`src/rtl/led_step_scheduler_pkg.sv`:
```
// Shared definitions for the LED step scheduler.
//   led_state_t              : 2-bit FSM state, also the encoding of `mode`
//   LED_DEBOUNCE_DEFAULT     : default stable-sample count for the button
//   LED_AUTO_PERIOD_DEFAULT  : default cycles between auto-run step pulses
package led_ctrl_pkg;

    typedef enum logic [1:0] {
        ST_IDLE   = 2'b00,
        ST_MANUAL = 2'b01,
        ST_AUTO   = 2'b10,
        ST_PAUSED = 2'b11
    } led_state_t;

    localparam int unsigned LED_DEBOUNCE_DEFAULT    = 4;
    localparam int unsigned LED_AUTO_PERIOD_DEFAULT = 10;

endpackage

```
`src/rtl/led_step_scheduler_if.sv`:
```
// Control/status bundle between the user-input side and the scheduler.
//   button_raw : raw, asynchronous, bouncy push-button level
//   auto_req   : synchronous level requesting timer-paced stepping
//   pause      : synchronous level freezing the sequence
//   step       : registered step enable for the LED block
//   mode       : registered FSM state (00 IDLE, 01 MANUAL, 10 AUTO, 11 PAUSED)
// master drives the requests; slave (the scheduler) drives step/mode.
interface led_step_scheduler_if;

    logic       button_raw;
    logic       auto_req;
    logic       pause;
    logic       step;
    logic [1:0] mode;

    modport master (
        output button_raw,
        output auto_req,
        output pause,
        input  step,
        input  mode
    );

    modport slave (
        input  button_raw,
        input  auto_req,
        input  pause,
        output step,
        output mode
    );

endinterface

```
`src/rtl/led_step_scheduler_button_debounce.sv`:
```
// Two-flop synchroniser plus debounce filter for the push-button.
//   clk, rst   : system clock, asynchronous active-high reset
//   button_raw : raw button level (asynchronous to clk)
//   button_db  : debounced level; flips only after DEBOUNCE_CYCLES
//                consecutive synchronised samples differ from it
module button_debounce #(
    parameter int unsigned DEBOUNCE_CYCLES = 4
) (
    input  logic clk,
    input  logic rst,
    input  logic button_raw,
    output logic button_db
);

    localparam int unsigned CW = $clog2(DEBOUNCE_CYCLES + 1);
    localparam logic [CW-1:0] LAST = CW'(DEBOUNCE_CYCLES - 1);

    logic          sync_1;
    logic          btn_s;
    logic [CW-1:0] count;

    always_ff @(posedge clk or posedge rst) begin
        if (rst) begin
            sync_1    <= 1'b0;
            btn_s     <= 1'b0;
            count     <= '0;
            button_db <= 1'b0;
        end else begin
            sync_1 <= button_raw;
            btn_s  <= sync_1;
            if (btn_s != button_db) begin
                // The sample that completes the run flips the output and
                // restarts the count, so the next change needs a full run.
                if (count == LAST) begin
                    button_db <= ~button_db;
                    count     <= '0;
                end else begin
                    count <= count + 1'b1;
                end
            end else begin
                count <= '0;
            end
        end
    end

endmodule

```
`src/rtl/led_step_scheduler.sv`:
```
// Step scheduler for the colour-stepping LED block.
//   clk, rst : system clock, asynchronous active-high reset
//   bus      : led_step_scheduler_if.slave
//              in : button_raw, auto_req, pause
//              out: step (registered), mode (registered FSM state)
// Priority pause > debounced button > auto_req. MANUAL steps every cycle,
// AUTO steps once every AUTO_PERIOD cycles, PAUSED holds step low.
module led_step_scheduler
    import led_ctrl_pkg::*;
#(
    parameter int unsigned DEBOUNCE_CYCLES = LED_DEBOUNCE_DEFAULT,
    parameter int unsigned AUTO_PERIOD     = LED_AUTO_PERIOD_DEFAULT
) (
    input  logic                  clk,
    input  logic                  rst,
    led_step_scheduler_if.slave   bus
);

    localparam int unsigned ACW = $clog2(AUTO_PERIOD);
    localparam logic [ACW-1:0] AUTO_LAST = ACW'(AUTO_PERIOD - 1);

    logic           button_db;
    led_state_t     state;
    led_state_t     state_next;
    logic [ACW-1:0] auto_count;
    logic           step_q;

    button_debounce #(
        .DEBOUNCE_CYCLES(DEBOUNCE_CYCLES)
    ) u_debounce (
        .clk       (clk),
        .rst       (rst),
        .button_raw(bus.button_raw),
        .button_db (button_db)
    );

    always_comb begin
        state_next = state;
        unique case (state)
            ST_IDLE: begin
                if (bus.pause)         state_next = ST_PAUSED;
                else if (button_db)    state_next = ST_MANUAL;
                else if (bus.auto_req) state_next = ST_AUTO;
            end
            ST_MANUAL: begin
                if (bus.pause)         state_next = ST_PAUSED;
                else if (!button_db)   state_next = ST_IDLE;
            end
            ST_AUTO: begin
                if (bus.pause)         state_next = ST_PAUSED;
                else if (button_db)    state_next = ST_MANUAL;
                else if (!bus.auto_req) state_next = ST_IDLE;
            end
            ST_PAUSED: begin
                if (!bus.pause)        state_next = ST_IDLE;
            end
            default:                   state_next = ST_IDLE;
        endcase
    end

    // step and mode are loaded from state_next on the same edge, so the
    // LED block always sees a step value that matches the reported mode.
    always_ff @(posedge clk or posedge rst) begin
        if (rst) begin
            state      <= ST_IDLE;
            auto_count <= '0;
            step_q     <= 1'b0;
        end else begin
            state <= state_next;

            if (state_next == ST_AUTO && state != ST_AUTO) begin
                auto_count <= '0;
            end else if (state_next == ST_AUTO && state == ST_AUTO) begin
                auto_count <= (auto_count == AUTO_LAST) ? '0 : auto_count + 1'b1;
            end

            step_q <= (state_next == ST_MANUAL) ||
                      (state == ST_AUTO && state_next == ST_AUTO &&
                       auto_count == AUTO_LAST);
        end
    end

    assign bus.step = step_q;
    assign bus.mode = state;

endmodule

```
`src/flat_wrapper.sv`:
```
// flat-port wrapper written by rule: the top's interface ports become plain ports
module led_step_scheduler_flat import led_ctrl_pkg::*;
#(
    parameter int unsigned DEBOUNCE_CYCLES = LED_DEBOUNCE_DEFAULT,
    parameter int unsigned AUTO_PERIOD     = LED_AUTO_PERIOD_DEFAULT
)
  (clk, rst, bus_button_raw, bus_auto_req, bus_pause, bus_step, bus_mode);
  led_step_scheduler_if bus_i ();
  input  logic clk;
  input  logic rst;
  input wire logic [$bits(bus_i.button_raw)-1:0] bus_button_raw;
  input wire logic [$bits(bus_i.auto_req)-1:0] bus_auto_req;
  input wire logic [$bits(bus_i.pause)-1:0] bus_pause;
  output wire logic [$bits(bus_i.step)-1:0] bus_step;
  output wire logic [$bits(bus_i.mode)-1:0] bus_mode;
  assign bus_i.button_raw = bus_button_raw;
  assign bus_i.auto_req = bus_auto_req;
  assign bus_i.pause = bus_pause;
  assign bus_step = bus_i.step;
  assign bus_mode = bus_i.mode;
  led_step_scheduler #(.DEBOUNCE_CYCLES(DEBOUNCE_CYCLES), .AUTO_PERIOD(AUTO_PERIOD)) u_core (.clk(clk), .rst(rst), .bus(bus_i));
endmodule
```
`config.mk`:
```
export PLATFORM = sky130hd
export DESIGN_NAME = led_step_scheduler_flat
export DESIGN_NICKNAME = d
export VERILOG_FILES = /design/src/rtl/led_step_scheduler_pkg.sv /design/src/rtl/led_step_scheduler_if.sv /design/src/rtl/led_step_scheduler_button_debounce.sv /design/src/rtl/led_step_scheduler.sv /design/src/flat_wrapper.sv
export SDC_FILE = /design/constraint.sdc
export NUM_CORES = 1
export LEC_CHECK = 0
export CORE_UTILIZATION = 36
export CTS_CLUSTER_SIZE = 10
export DETAILED_ROUTE_END_ITERATION = 10
export GPL_ROUTABILITY_DRIVEN = 0
export PLACE_DENSITY_LB_ADDON = 0.25
export SLEW_MARGIN = 20
export SYNTH_ARGS = -nofsm -noshare
export SYNTH_HDL_FRONTEND = slang
export SYNTH_SLANG_ARGS = --single-unit
```
`constraint.sdc`:
```
create_clock -name clk -period 2.1 [get_ports clk]
set_clock_uncertainty 0.05 [all_clocks]
set_input_delay 0.315 -clock clk [delete_from_list [all_inputs] [get_ports clk]]
set_output_delay 0.315 -clock clk [all_outputs]
set_load 0.03 [all_outputs]
```
==> results.py <==
metrics = {
    "outcome": {
        "status": "finished clean",
    },
    "power_and_ir_drop": {
        "seq_power_share": 0.514,
        "p_switching_w": 0.000257,
        "powerDensity_nw_per_um2": 1090,
        "swShare": 0.336,
        "power_leakage_nw": 0.314,
        "clkPwrFrac": 0.195,
        "p_int_w": 0.000509,
        "peakVddDrop_mv": 0.488,
        "comb_power_share": 0.292,
    },
    "flow_run": {
        "cap_viol_max_count": 0,
    },
    "die": {
        "dieArea_sq_um": 1760,
        "die_h_um": 41.9,
        "start_util": 0.381,
        "rows": 14,
        "io-pin-count": 8,
        "die_x_um": 41.9,
        "core_area_sq_um": 1510,
    },
    "logic_synthesis": {
        "synth-seq-cells": 13,
        "synth_nets": 58,
        "syn-cell-area_sq_um": 574,
        "syn_inst": 50,
        "yosysSeqAreaShare": 0.566,
        "yosysTopAreaCellShare": 0.566,
        "synth_cell_types": 23,
        "syn_avg_cell_area_sq_um": 11.5,
        "synth_area_leaders": "dfrtp_1, ha_1, nor3b_1, inv_1, nand2_1",
        "synth.largest_area_cell": "dfrtp_1",
        "yosysWarningCount": 0,
    },
    "cts": {
        "postCtsSetupBuffers": 0,
        "cts_max_level": 1,
        "cts_tree": "done",
        "cts_sinks": 13,
        "clockBufferDepth": 2,
        "root_buffer": "clkbuf_4",
        "path_clk_slew_ns": 0.07,
        "cts_made_buffers": 3,
        "post_cts_resized": 0,
        "clkLatencyLatePin_ns": 0.27,
        "holdBufCountCts": 0,
    },
    "finish": {
        "drive_gt1_frac": 0.0968,
        "antenna_cells": 0,
        "layout_common_cells": "dfrtp_1, clkdlybuf4s50_1, inv_1, nand2_1",
        "nets": 71,
        "layout_commonest_cell": "dfrtp_1",
        "utilization": 0.465,
        "syn2layout_area_growth_pct": 22.0,
        "fin_area_sq_um": 701,
    },
    "drt": {
        "detail-route-antenna-nets": 0,
        "vias": 403,
        "drtPass1Iterations": 3,
        "detail_route.iter0.violations": 7,
        "drc": 0,
        "wirelength_um": 863,
        "routedWlPerCell_um": 11.1,
        "drt-vias-per-instance": 5.17,
    },
    "setup_path": {
        "r2r_end": "u_core.auto_count[3]",
        "crit_path_cell_trace": "clkdlybuf4s50_1",
        "cp.depth": 1,
        "path_buf_inv": 1,
        "reg2reg_slack_ns": 0.39,
        "crit_path_end": "bus_mode[1]",
        "cp_slowest_stage_delay_ns": 0.71,
        "path_class": "reg2out",
        "rr_worst_depth": 3,
        "crit_start": "u_core.bus.mode[1]",
        "startpoint_type": "flip-flop",
        "crit_fanout": 8,
        "cp.required_ns": 1.74,
        "r2r-start": "u_core.bus.mode[0]",
        "cp.arrival_ns": 1.45,
        "cp_slowest_cell": "clkdlybuf4s50_1",
        "end_kind": "primary output",
        "critPathTopFamily": "buffers and inverters",
    },
    "grt": {
        "grt_pass1_vias": 347,
        "antenna_found_initial": 0,
        "grt_usage": 0.117,
        "grt_max_degree": 14,
        "grt_pass1_wl_um": 1420,
        "grt_overflow_total": 0,
    },
    "sta": {
        "relSlewSlack": 0.678,
        "fmax_mhz": 550,
        "slew_viol_final": 0,
        "setup_viol": 0,
        "fin_ws_ns": 0.282,
        "worst_pin_slew_ns": 0.482,
        "period_share": 0.866,
        "holdWs_ns": 0.301,
        "hold_viol": 0,
        "period_needed_ns": 1.82,
        "rsz0062_at_grt": "false",
        "setup_tns_ns": 0,
    },
    "place": {
        "place_worst_setup_slack_ns": 0.0501,
        "place_area_sq_um": 674,
        "hpwl_um": 645,
        "io_buffers": 7,
    },
    "min_path": {
        "hold_path_class": "in2async",
    },
}
[sequential cells by signal, summed over array words and instances, names as in the netlist]
register                     flops
u_core.bus.step                  1
u_core.bus.mode                  2
u_core.u_debounce.sync_1         1
u_core.u_debounce.button_db      1
u_core.u_debounce.count          3
u_core.auto_count                4
u_core.u_debounce.btn_s          1
[layer usage]
layer	global-route usage	wire, um
met5	0	0
met2	0.163	348
met1	0.128	423
met3	0.0652	56
met4	0.0968	35
[through the flow]
step	total power, W	std cells
2_1_floorplan	0.000546	50
3_3_place_gp	0.000620	74
3_5_place_dp	0.000622	74
4_1_cts	0.000779	78
5_1_grt	0.000826	78
6_report	0.000767	78
[power by group through the flow]
| stage | sequential, W | combinational, W | clock (W) |
|---|---|---|---|
| finish | 0.000394 | 0.000223 | 0.000149 |
| global route | 0.000402 | 0.000253 | 0.000171 |
| CTS | 0.000392 | 0.000226 | 0.000162 |
| detailed placement | 0.000396 | 0.000226 | 0 |
| global placement | 0.000395 | 0.000224 | 0 |
| floorplan | 0.000402 | 0.000144 | 0 |
[synthesized netlist by cell type (all sizes together)]
cell and number:
a211oi 1, a21o 1, a31oi 2, and3b 1
buf 1, dfrtp 13, ha 3, inv 4
mux2 1, nand2 4, nand2b 1, nand3 2
nor2b 2, nor3 1, nor3b 3, o21ai 2
o31ai 2, o41ai 1, or2 2, or4 1
or4b 1, xnor2 1
[final cells by class]
type / count / area, sq um
fill: 140 / 806
sequential: 13 / 325
tap: 16 / 20.0
inverter: 4 / 15.0
multi-input combinational: 32 / 229
clock buffer: 4 / 26.3
timing repair buffer: 9 / 85.1
[kinds of logic after synthesis]
| logic type | synth area share |
|---|---|
| AND/OR/NAND/NOR | 0.192 |
| flip-flops | 0.566 |
| AO/OA/AOI/OAI | 0.107 |
| buffers and inverters | 0.0348 |
| adder cells (fa/ha/maj) | 0.0654 |
| XOR/XNOR | 0.0153 |
| multiplexers | 0.0196 |
[worst min-delay path by stage]
stage / from / end / slack, ns / cells after the start
detailed placement: u_core.u_debounce.sync_1 / u_core.u_debounce.btn_s / 0.29 / 0
global route: u_core.u_debounce.sync_1 / u_core.u_debounce.btn_s / 0.31 / 0
floorplan: rst / u_core.auto_count[0] / 0.14 / 1
global placement: u_core.u_debounce.sync_1 / u_core.u_debounce.btn_s / 0.28 / 0
finish: rst / u_core.auto_count[3] / 0.30 / 2
CTS: u_core.u_debounce.sync_1 / u_core.u_debounce.btn_s / 0.30 / 0
No activity file was read; power rests on OpenSTA's default activity.
